<file path="src/rtl/picomem_dma_pkg.sv">
// picomem_dma shared definitions: register map, CTRL bits, FSM states.
// Fill mode is built in only when PICOMEM_DMA_FILL_EN is defined.
package picomem_dma_pkg;

  localparam logic [2:0] REG_SRC  = 3'd0;
  localparam logic [2:0] REG_DST  = 3'd1;
  localparam logic [2:0] REG_LEN  = 3'd2;
  localparam logic [2:0] REG_CTRL = 3'd3;
  localparam logic [2:0] REG_FILL = 3'd4;

  localparam int CTRL_START = 0;
  localparam int CTRL_BUSY  = 1;
  localparam int CTRL_DONE  = 2;
  localparam int CTRL_FILL  = 3;

  typedef enum logic [1:0] {
    IDLE,
    RD,
    WR,
    FIN
  } dma_state_e;

  function automatic logic [31:0] wstrb_merge(
    input logic [31:0] old_v,
    input logic [31:0] new_v,
    input logic [3:0]  strb
  );
    logic [31:0] r;
    r = old_v;
    for (int b = 0; b < 4; b++) begin
      if (strb[b]) r[8*b +: 8] = new_v[8*b +: 8];
    end
    return r;
  endfunction

endpackage

</file>
<file path="src/rtl/picomem_dma_regs.sv">
// picomem_dma register file and cfg responder with BUSY write-lock.
// FILL / FILL_DATA exist only when PICOMEM_DMA_FILL_EN is defined.
module picomem_dma_regs
  import picomem_dma_pkg::*;
#(
  parameter int LEN_W = 16
) (
  input  logic             clk,
  input  logic             reset,
  input  logic             cfg_valid_i,
  output logic             cfg_ready_o,
  input  logic [31:0]      cfg_addr_i,
  input  logic [31:0]      cfg_wdata_i,
  input  logic [3:0]       cfg_wstrb_i,
  output logic [31:0]      cfg_rdata_o,
  input  logic             busy_i,
  input  logic             done_set_i,
  input  logic             cnt_we_i,
  input  logic [31:0]      src_nxt_i,
  input  logic [31:0]      dst_nxt_i,
  input  logic [LEN_W-1:0] len_nxt_i,
  output logic [31:0]      src_o,
  output logic [31:0]      dst_o,
  output logic [LEN_W-1:0] len_o,
  output logic             start_o,
`ifdef PICOMEM_DMA_FILL_EN
  output logic             fill_o,
  output logic [31:0]      fill_data_o,
`endif
  output logic             done_o
);

  logic             ready_q, ready_d;
  logic [31:0]      rdata_q, rdata_d;
  logic [31:0]      src_q, src_d;
  logic [31:0]      dst_q, dst_d;
  logic [LEN_W-1:0] len_q, len_d;
  logic             start_q, start_d;
  logic             done_q, done_d;
`ifdef PICOMEM_DMA_FILL_EN
  logic             fill_q, fill_d;
  logic [31:0]      fdata_q, fdata_d;
`endif

  logic        acc;
  logic        wr;
  logic [2:0]  sel;
  logic [31:0] len_m;
  logic [31:0] stat;
  logic        unused_bits;

  assign acc = cfg_valid_i & ~ready_q;
  assign wr  = acc & (|cfg_wstrb_i);
  assign sel = cfg_addr_i[4:2];

  assign len_m = wstrb_merge(32'(len_q), cfg_wdata_i, cfg_wstrb_i);

  assign unused_bits = ^{cfg_addr_i[31:5], cfg_addr_i[1:0],
                         len_m[31:LEN_W]};

  always_comb begin
    stat = '0;
    stat[CTRL_BUSY] = busy_i;
    stat[CTRL_DONE] = done_q;
`ifdef PICOMEM_DMA_FILL_EN
    stat[CTRL_FILL] = fill_q;
`else
    stat[CTRL_FILL] = 1'b0;
`endif
  end

  always_comb begin
    ready_d = acc;
    rdata_d = '0;
    start_d = 1'b0;
    src_d   = src_q;
    dst_d   = dst_q;
    len_d   = len_q;
    done_d  = done_q;
`ifdef PICOMEM_DMA_FILL_EN
    fill_d  = fill_q;
    fdata_d = fdata_q;
`endif

    if (acc) begin
      case (sel)
        REG_SRC:  rdata_d = src_q;
        REG_DST:  rdata_d = dst_q;
        REG_LEN:  rdata_d = 32'(len_q);
        REG_CTRL: rdata_d = stat;
`ifdef PICOMEM_DMA_FILL_EN
        REG_FILL: rdata_d = fdata_q;
`else
        REG_FILL: rdata_d = '0;
`endif
        default:  rdata_d = '0;
      endcase
    end

    // Shadow registers are frozen while a copy is running
    if (wr && !busy_i) begin
      case (sel)
        REG_SRC: src_d = wstrb_merge(src_q, cfg_wdata_i,
                                     cfg_wstrb_i) & ~32'd3;
        REG_DST: dst_d = wstrb_merge(dst_q, cfg_wdata_i,
                                     cfg_wstrb_i) & ~32'd3;
        REG_LEN: len_d = len_m[LEN_W-1:0];
`ifdef PICOMEM_DMA_FILL_EN
        REG_FILL: fdata_d = wstrb_merge(fdata_q, cfg_wdata_i,
                                        cfg_wstrb_i);
`endif
        default: ;
      endcase
    end

    if (wr && sel == REG_CTRL && cfg_wstrb_i[0]) begin
      if (cfg_wdata_i[CTRL_DONE]) done_d = 1'b0;
      if (!busy_i) begin
        start_d = cfg_wdata_i[CTRL_START];
`ifdef PICOMEM_DMA_FILL_EN
        fill_d  = cfg_wdata_i[CTRL_FILL];
`endif
      end
    end

    if (cnt_we_i) begin
      src_d = src_nxt_i;
      dst_d = dst_nxt_i;
      len_d = len_nxt_i;
    end

    if (done_set_i) done_d = 1'b1;
  end

  always_ff @(posedge clk) begin
    if (reset) begin
      ready_q <= 1'b0;
      rdata_q <= '0;
      src_q   <= '0;
      dst_q   <= '0;
      len_q   <= '0;
      start_q <= 1'b0;
      done_q  <= 1'b0;
`ifdef PICOMEM_DMA_FILL_EN
      fill_q  <= 1'b0;
      fdata_q <= '0;
`endif
    end else begin
      ready_q <= ready_d;
      rdata_q <= rdata_d;
      src_q   <= src_d;
      dst_q   <= dst_d;
      len_q   <= len_d;
      start_q <= start_d;
      done_q  <= done_d;
`ifdef PICOMEM_DMA_FILL_EN
      fill_q  <= fill_d;
      fdata_q <= fdata_d;
`endif
    end
  end

  assign cfg_ready_o = ready_q;
  assign cfg_rdata_o = rdata_q;
  assign src_o       = src_q;
  assign dst_o       = dst_q;
  assign len_o       = len_q;
  assign start_o     = start_q;
  assign done_o      = done_q;
`ifdef PICOMEM_DMA_FILL_EN
  assign fill_o      = fill_q;
  assign fill_data_o = fdata_q;
`endif

endmodule

</file>
<file path="src/rtl/picomem_dma.sv">
// picomem_dma top: copy FSM, initiator beat registers, counter writeback.
// Fill mode (write-only beats) is enabled by PICOMEM_DMA_FILL_EN.
module picomem_dma
  import picomem_dma_pkg::*;
#(
  parameter int LEN_W = 16
) (
  input  logic        clk,
  input  logic        reset,
  input  logic        cfg_valid,
  output logic        cfg_ready,
  input  logic [31:0] cfg_addr,
  input  logic [31:0] cfg_wdata,
  input  logic [3:0]  cfg_wstrb,
  output logic [31:0] cfg_rdata,
  output logic        dma_valid,
  input  logic        dma_ready,
  output logic [31:0] dma_addr,
  output logic [31:0] dma_wdata,
  output logic [3:0]  dma_wstrb,
  input  logic [31:0] dma_rdata,
  output logic        irq_done
);

  dma_state_e state_q, state_d;

  logic        valid_q, valid_d;
  logic [31:0] addr_q, addr_d;
  logic [31:0] wdata_q, wdata_d;
  logic [3:0]  strb_q, strb_d;
  logic [31:0] data_q, data_d;

  logic [31:0]      src, dst;
  logic [LEN_W-1:0] len;
  logic             start, busy, done_set, cnt_we;
  logic [31:0]      src_nxt, dst_nxt;
  logic [LEN_W-1:0] len_nxt;

  logic        fill_mode;
  logic [31:0] fill_word;

`ifdef PICOMEM_DMA_FILL_EN
  logic        fill;
  logic [31:0] fill_data;
  assign fill_mode = fill;
  assign fill_word = fill_data;
`else
  assign fill_mode = 1'b0;
  assign fill_word = '0;
`endif

  assign busy = (state_q != IDLE);

  picomem_dma_regs #(
    .LEN_W (LEN_W)
  ) u_regs (
    .clk         (clk),
    .reset       (reset),
    .cfg_valid_i (cfg_valid),
    .cfg_ready_o (cfg_ready),
    .cfg_addr_i  (cfg_addr),
    .cfg_wdata_i (cfg_wdata),
    .cfg_wstrb_i (cfg_wstrb),
    .cfg_rdata_o (cfg_rdata),
    .busy_i      (busy),
    .done_set_i  (done_set),
    .cnt_we_i    (cnt_we),
    .src_nxt_i   (src_nxt),
    .dst_nxt_i   (dst_nxt),
    .len_nxt_i   (len_nxt),
    .src_o       (src),
    .dst_o       (dst),
    .len_o       (len),
    .start_o     (start),
`ifdef PICOMEM_DMA_FILL_EN
    .fill_o      (fill),
    .fill_data_o (fill_data),
`endif
    .done_o      (irq_done)
  );

  // In RD/WR, valid low means the beat finished and this is the idle gap
  always_comb begin
    state_d  = state_q;
    valid_d  = valid_q;
    addr_d   = addr_q;
    wdata_d  = wdata_q;
    strb_d   = strb_q;
    data_d   = data_q;
    done_set = 1'b0;
    cnt_we   = 1'b0;
    src_nxt  = src;
    dst_nxt  = dst;
    len_nxt  = len;

    unique case (state_q)
      IDLE: begin
        if (start) begin
          if (len == '0) begin
            state_d = FIN;
          end else if (fill_mode) begin
            state_d = WR;
            valid_d = 1'b1;
            addr_d  = dst;
            wdata_d = fill_word;
            strb_d  = 4'hF;
          end else begin
            state_d = RD;
            valid_d = 1'b1;
            addr_d  = src;
            strb_d  = 4'h0;
          end
        end
      end
      RD: begin
        if (!valid_q) begin
          state_d = WR;
          valid_d = 1'b1;
          addr_d  = dst;
          wdata_d = data_q;
          strb_d  = 4'hF;
        end else if (dma_ready) begin
          valid_d = 1'b0;
          data_d  = dma_rdata;
        end
      end
      WR: begin
        if (valid_q) begin
          if (dma_ready) begin
            valid_d = 1'b0;
            cnt_we  = 1'b1;
            src_nxt = fill_mode ? src : src + 32'd4;
            dst_nxt = dst + 32'd4;
            len_nxt = len - LEN_W'(1);
          end
        end else if (len == '0) begin
          state_d = FIN;
        end else if (fill_mode) begin
          valid_d = 1'b1;
          addr_d  = dst;
          wdata_d = fill_word;
          strb_d  = 4'hF;
        end else begin
          state_d = RD;
          valid_d = 1'b1;
          addr_d  = src;
          strb_d  = 4'h0;
        end
      end
      FIN: begin
        done_set = 1'b1;
        state_d  = IDLE;
      end
      default: state_d = IDLE;
    endcase
  end

  always_ff @(posedge clk) begin
    if (reset) begin
      state_q <= IDLE;
      valid_q <= 1'b0;
      addr_q  <= '0;
      wdata_q <= '0;
      strb_q  <= '0;
      data_q  <= '0;
    end else begin
      state_q <= state_d;
      valid_q <= valid_d;
      addr_q  <= addr_d;
      wdata_q <= wdata_d;
      strb_q  <= strb_d;
      data_q  <= data_d;
    end
  end

  assign dma_valid = valid_q;
  assign dma_addr  = addr_q;
  assign dma_wdata = wdata_q;
  assign dma_wstrb = strb_q;

endmodule
</file>
<file path="config.mk">
export PLATFORM = sky130hd
export DESIGN_NAME = picomem_dma
export DESIGN_NICKNAME = d
export VERILOG_FILES = /design/src/rtl/picomem_dma_pkg.sv /design/src/rtl/picomem_dma_regs.sv /design/src/rtl/picomem_dma.sv
export SDC_FILE = /design/constraint.sdc
export NUM_CORES = 1
export LEC_CHECK = 0
export CORE_MARGIN = 1.5
export CORE_UTILIZATION = 40
export DETAILED_ROUTE_END_ITERATION = 8
export GPL_TIMING_DRIVEN = 0
export PLACE_DENSITY = 0.69
export SLEW_MARGIN = 40
export SYNTH_ARGS = -nofsm -noshare
export SYNTH_HDL_FRONTEND = slang
export SYNTH_SLANG_ARGS = --single-unit
</file>
<file path="constraint.sdc">
create_clock -name clk -period 3 [get_ports clk]
set_input_delay 0.6 -clock clk [delete_from_list [all_inputs] [get_ports clk]]
set_output_delay 0.6 -clock clk [all_outputs]
set_load 0.01 [all_outputs]
</file>
==> After elaboration in Yosys (flattened, before gate mapping) <==
Index checks and enable logic that the tools add are counted.
{ "op_classes": {"bitwise_logic": 6, "n_eq_ne": 13, "n_reduce_logical": 40, "muxes": 54, "addsub": 3} }
{ "ops": {"columns": ["operator", "count"], "rows": [
  ["32-bit 2-to-1 mux", 16],
  ["32-bit case mux with 4 select lines", 1],
  ["16-bit 2-to-1 mux", 6],
  ["32-bit case mux with 3 select lines", 1],
  ["32-bit by 3-bit adder with 32-bit output, second input constant", 2],
  ["6-bit AND reduction", 10],
  ["8-bit 2-to-1 mux", 6],
  ["2-bit nonzero test", 11],
  ["16-bit logical NOT", 1],
  ["4-bit 2-to-1 mux", 4],
  ["16-bit by 1-bit subtractor with 16-bit output, second input constant", 1],
  ["1-bit 2-to-1 mux", 13],
  ["4-bit case mux with 3 select lines", 1],
  ["2-bit != test, second input constant", 5],
  ["5-bit AND reduction", 2],
  ["3-bit AND reduction", 3],
  ["2-bit 2-to-1 mux", 4],
  ["2-bit case mux with 4 select lines", 1],
  ["3-bit by 2-bit equality test with 1-bit output, second input constant", 2],
  ["2-bit equality test, second input constant", 2],
  ["2-bit by 1-bit != test with 1-bit output, second input constant", 2],
  ["1-bit inverter", 4],
  ["2-bit AND reduction", 2],
  ["4-bit AND reduction", 1],
  ["other kinds (12)", 15]
]} }
{ "totals": {"elab_cells": 138, "inputBits": 104, "output_inout_bits": 103, "register_bits": 218} }

==> Depth between registers and ports, before layout <==
{ "depth": {"depth_word": 7, "depth_mapped": 10, "depth_no_buf": 7} }

==> By module <==
Synthesis repeated with hierarchy kept, for this count alone.
{ "unflattened": {"cells_unflattened": 1347, "hier_area_um2": 11254.5} }
{ "by_module_without_submodules": {"columns": ["module", "instances", "seq_area_each_um2", "cells_per_inst", "area_each_um2"], "rows": [
  ["picomem_dma", 1, 2001.9, 768, 5858.1],
  ["picomem_dma_regs", 1, 2302.2, 579, 5396.4]
]} }

==> Worst setup path before layout <==
OpenSTA, ideal clock, no wires.
{ "synth_path": {"path_type": "in2reg", "startpoint": "input port cfg_addr[3]", "endpoint": "register u_regs.src_q[17] (netlist: u_regs.src_o[17])", "setup_time_ns": 0.103, "required_time_ns": 2.897, "stages": 7, "n_path_buf": 2, "arrival_ns": 2.004, "slack_ns": 0.892, "path_cell_list": "buf_2 > nor3_2 > and3_1 > clkbuf_1 > nor2_1 > o21a_1 > a2111oi_2"} }
{ "synth_between": {"elab_chain_cells": 3} }
{ "synth_rtl": {"columns": ["item", "line", "rtl"], "rows": [
  ["start, declared", "picomem_dma.sv:12", "input logic [31:0] cfg_addr,"],
  ["3-bit logical NOT", "picomem_dma_regs.sv:102", "case (sel)"],
  ["2-bit nonzero test (no source line)", null, null],
  ["6-bit AND reduction (no source line)", null, null],
  ["end signal, assigned", "picomem_dma_regs.sv:151", "src_q <= src_d;"],
  ["end, declared", "picomem_dma_regs.sv:35", "logic [31:0] src_q, src_d;"]
]} }
No other way between the ends.
A chain may end at the register's enable or synchronous reset.

==> Worst setup path in the final report <==
{ "layout_path": {"startpoint": "register state_q[0]", "endpoint": "register addr_q[21] (netlist: dma_addr[21])"} }
{ "layout_between": {"elab_chain_cells": 3, "elab_cells_between_ends": 9, "cone_classes": "5 x eq/ne; 1 x mux; 3 x reduce/logical"} }
{ "layout_rtl": {"columns": ["item", "line", "rtl"], "rows": [
  ["start, declared", "picomem_dma.sv:25", "dma_state_e state_q, state_d;"],
  ["start signal, assigned", "picomem_dma.sv:167", "state_q <= state_d;"],
  ["2-bit by 1-bit equality test with 1-bit output, or another cell as far along", "picomem_dma.sv:96", "unique case (state_q)"],
  ["2-bit != test (no source line), or another cell as far along", null, null],
  ["4-bit AND reduction (no source line)", null, null],
  ["end signal, assigned", "picomem_dma.sv:169", "addr_q <= addr_d;"],
  ["end, declared", "picomem_dma.sv:28", "logic [31:0] addr_q, addr_d;"]
]} }
Parallel ways exist; a longest one is shown, timed or not.

==> results.json <==
{
  "layout_common_cells": "dfxtp_1, nand2_1, clkdlybuf4s50_1, nor2_1, a21oi_1",
  "clk_pin_slew_ns": 0.06,
  "avgRoutedWirePerCell_um": 19.9,
  "endpoint_kind": "flip-flop",
  "area_delta_synth_final_pct": 30.1,
  "synth_top_flop_cell": "dfxtp_1",
  "cts_tree": "done",
  "die-area_mm2": 0.0257,
  "start_util": 0.407,
  "fp-row-count": 57,
  "firstDrtPassIters": 5,
  "crit_type": "flip-flop to flip-flop",
  "relSlewSlack": 0.413,
  "hold_slack_ns": 0.449,
  "final_hold_viol_count": 0,
  "p_per_area_mw_per_mm2": 666,
  "final_net_count": 1547,
  "cp_num_buf_inv": 3,
  "antenna_cells": 0,
  "cp_top_family": "buffers and inverters",
  "syn_area_per_cell_um2": 8.02,
  "rsz0062_at_grt": "false",
  "skew_ns": 0.0167,
  "cp-start-kind": "flip-flop",
  "antenna_found_initial": 0,
  "synth-edff-count": 0,
  "cts_sinks": 209,
  "die_height_um": 160,
  "crit_slowest_cell": "clkbuf_1",
  "reg2reg_slack_ns": 0.25,
  "grt_remaining_overflow": 0,
  "final_common_cell": "dfxtp_1",
  "drive_above_1_share": 0.0690,
  "syn_area_mm2": 0.00991,
  "slew_viol_final": 0,
  "reg2reg_from": "state_q[0]",
  "fmaxAchievable_mhz": 364,
  "ir_worst_vdd_uv": 333,
  "worstReg2RegEnd": "dma_addr[21]",
  "grt_max_degree": 14,
  "io_pins": 207,
  "cp.arrival_ns": 3.16,
  "cts_root_buffer": "clkbuf_16",
  "cap_violations": 0,
  "worstMarginPinSlew_ns": 0.880,
  "worst-path-max-fanout": 10,
  "outcome": "finished, final reports clean",
  "yosysUniqueCellTypes": 82,
  "drtIter0Drc": 900,
  "route.detailed.drc": 0,
  "crit_chain": "inv_1 -> ha_1 -> nor2b_1 -> nor2_1 -> o211a_1 -> clkbuf_1 -> clkbuf_1 -> nor2_1 -> a211oi_1",
  "syn-instance-count": 1236,
  "core_mm2": 0.0243,
  "yosysSeqAreaShare": 0.422,
  "grt_pass1_wl_um": 54000,
  "io_buffers": 174,
  "cts.path.max_buffers": 3,
  "grt_pass1_vias": 9645,
  "holdPathStages": 2,
  "setup_viol": 0,
  "async_flop_share": 0,
  "finalPower_mw": 8.59,
  "cts_hold_buf": 0,
  "period_share": 0.916,
  "cts_buffers": 23,
  "htreeDepth": 1,
  "grt_use_total": 0.266,
  "die_w_um": 160,
  "ant_nets": 0,
  "reg2reg_depth": 9,
  "gp_congestion": 0.948,
  "synth-seq-cells": 209,
  "wirelength_um": 35300,
  "hp-class": "flip-flop to flip-flop",
  "clk_latency_ns": 0.52,
  "avgViaCountPerCell": 5.81,
  "p_leak_nw": 4.21,
  "period_needed_ns": 2.75,
  "cp_data_required_time_ns": 3.41,
  "holdPathEnd": "dma_wdata[23]",
  "yosys_warnings": 0,
  "vias": 10300,
  "dp_hpwl_um": 25800,
  "hold_start": "data_q[23]",
  "max_stage_delay_ns": 0.59
}
## how the worst max path moves through the flow
stage / startpoint / end / slack [ns] / depth (start not counted)
floorplan: cfg_addr[3] / u_regs.src_o[17] / 0.89 / 7
global placement: cfg_addr[4] / u_regs.len_o[3] / -0.50 / 6
detailed placement: dma_ready / u_regs.src_o[2] / -0.38 / 7
CTS: state_q[0] / u_regs.src_o[13] / 0.02 / 9
global route: state_q[0] / dma_addr[21] / 0.09 / 9
finish: state_q[0] / dma_addr[21] / 0.25 / 9
## final cells by class
class	count	area, um^2
buffer	95	404
clock buffer	32	679
clock inverter	7	135
fill	2316	11400
inverter	12	45.0
multi-input combinational	921	5300
sequential	209	4180
tap	324	405
timing repair buffer	174	1740
## cells by family after synthesis
family | Yosys count | synth area share
simple gates | 532 | 0.255
other cells | 1 | 0.000378
mux | 52 | 0.0544
fa+ha+maj | 7 | 0.00884
compound gates | 322 | 0.209
buf+inv | 107 | 0.0444
flops | 209 | 0.422
xor+xnor | 6 | 0.00530
## Yosys cell counts, types with 5 or more instances
cell type  instances  area share
a311oi_1           8      0.0071
o21ai_0           33       0.017
mux2_2             5      0.0057
nor3_1            24       0.012
and4_1             5      0.0044
clkbuf_1          65       0.025
mux2i_1           46       0.046
buf_4              5      0.0038
nor4_1            16       0.010
buf_2             16      0.0081
nand2_1          199       0.075
and3_1            11      0.0069
inv_1             11      0.0042
nor2_1           150       0.057
nand4_1           19       0.012
nand3_1           46       0.023
a22oi_1           23       0.017
a21oi_1          126       0.064
o211ai_1           9      0.0068
o311a_1            5      0.0051
o21a_1             5      0.0038
or2_2              5      0.0032
or4_1              5      0.0038
nor2b_1            5      0.0032
or3_1              9      0.0057
buf_1              9      0.0034
a211oi_1          43       0.033
dfxtp_1          209        0.42
ha_1               7      0.0088
a31oi_1           24       0.015
## where the power goes
group          switching (mW)  internal [mW]  leakage, nW
combinational            1.34          0.957         2.12
sequential              0.197           3.03         1.69
clock                    1.16           1.91        0.404
## worst reg2reg max path, cell delays in order, from the launching register on
cell	delay [ns]
dfxtp_1	0.42
inv_1	0.09
ha_1	0.27
nor2b_1	0.18
nor2_1	0.13
o211a_1	0.15
clkbuf_1	0.59
clkbuf_1	0.45
nor2_1	0.10
a211oi_1	0.26
## what timing repair did
action | CTS | global route
setup buffers | 0 | 0
gates cloned | 0 | 0
endpoints found under the setup margin | 3 | 35
pin swaps | 0 | 0
hold endpoints to repair | 0 | 0
resized for setup | 1 | 12
## through the flow
| step | std cells | utilization | setup slack, ns | area [um^2] | setup TNS [ns] |
|---|---|---|---|---|---|
| global route | 1774 | 0.530 | 0.0892 | 12900 | 0 |
| floorplan | 1237 | - | 0.892 | 9910 | 0 |
| global placement | 1735 | 0.496 | -0.499 | 12100 | -15.21 |
| detailed placement | 1735 | 0.496 | -0.381 | 12100 | -11.11 |
| CTS | 1774 | 0.530 | 0.0157 | 12900 | 0 |
| finish | 1774 | 0.530 | 0.251 | 12900 | 0 |
## sequential cells by signal (all words and copies together) (netlist names)
signal,count
data_q,32
dma_addr,30
dma_valid,1
dma_wdata,32
dma_wstrb,1
state_q,2
u_regs.cfg_rdata_o,32
u_regs.cfg_ready_o,1
u_regs.done_o,1
u_regs.dst_o,30
u_regs.len_o,16
u_regs.src_o,30
u_regs.start_o,1
## metal layers
layer | share of wire | up-vias | wire length [um] | track usage
met5 | 0 | - | 0 | 0
met4 | 0.040 | 0 | 1420 | 0.117
met3 | 0.12 | 100 | 4280 | 0.0759
met2 | 0.43 | 578 | 15100 | 0.407
met1 | 0.41 | 4771 | 14500 | 0.349
li1 | - | 4866 | - | -
(Power assumes the default switching activity.)
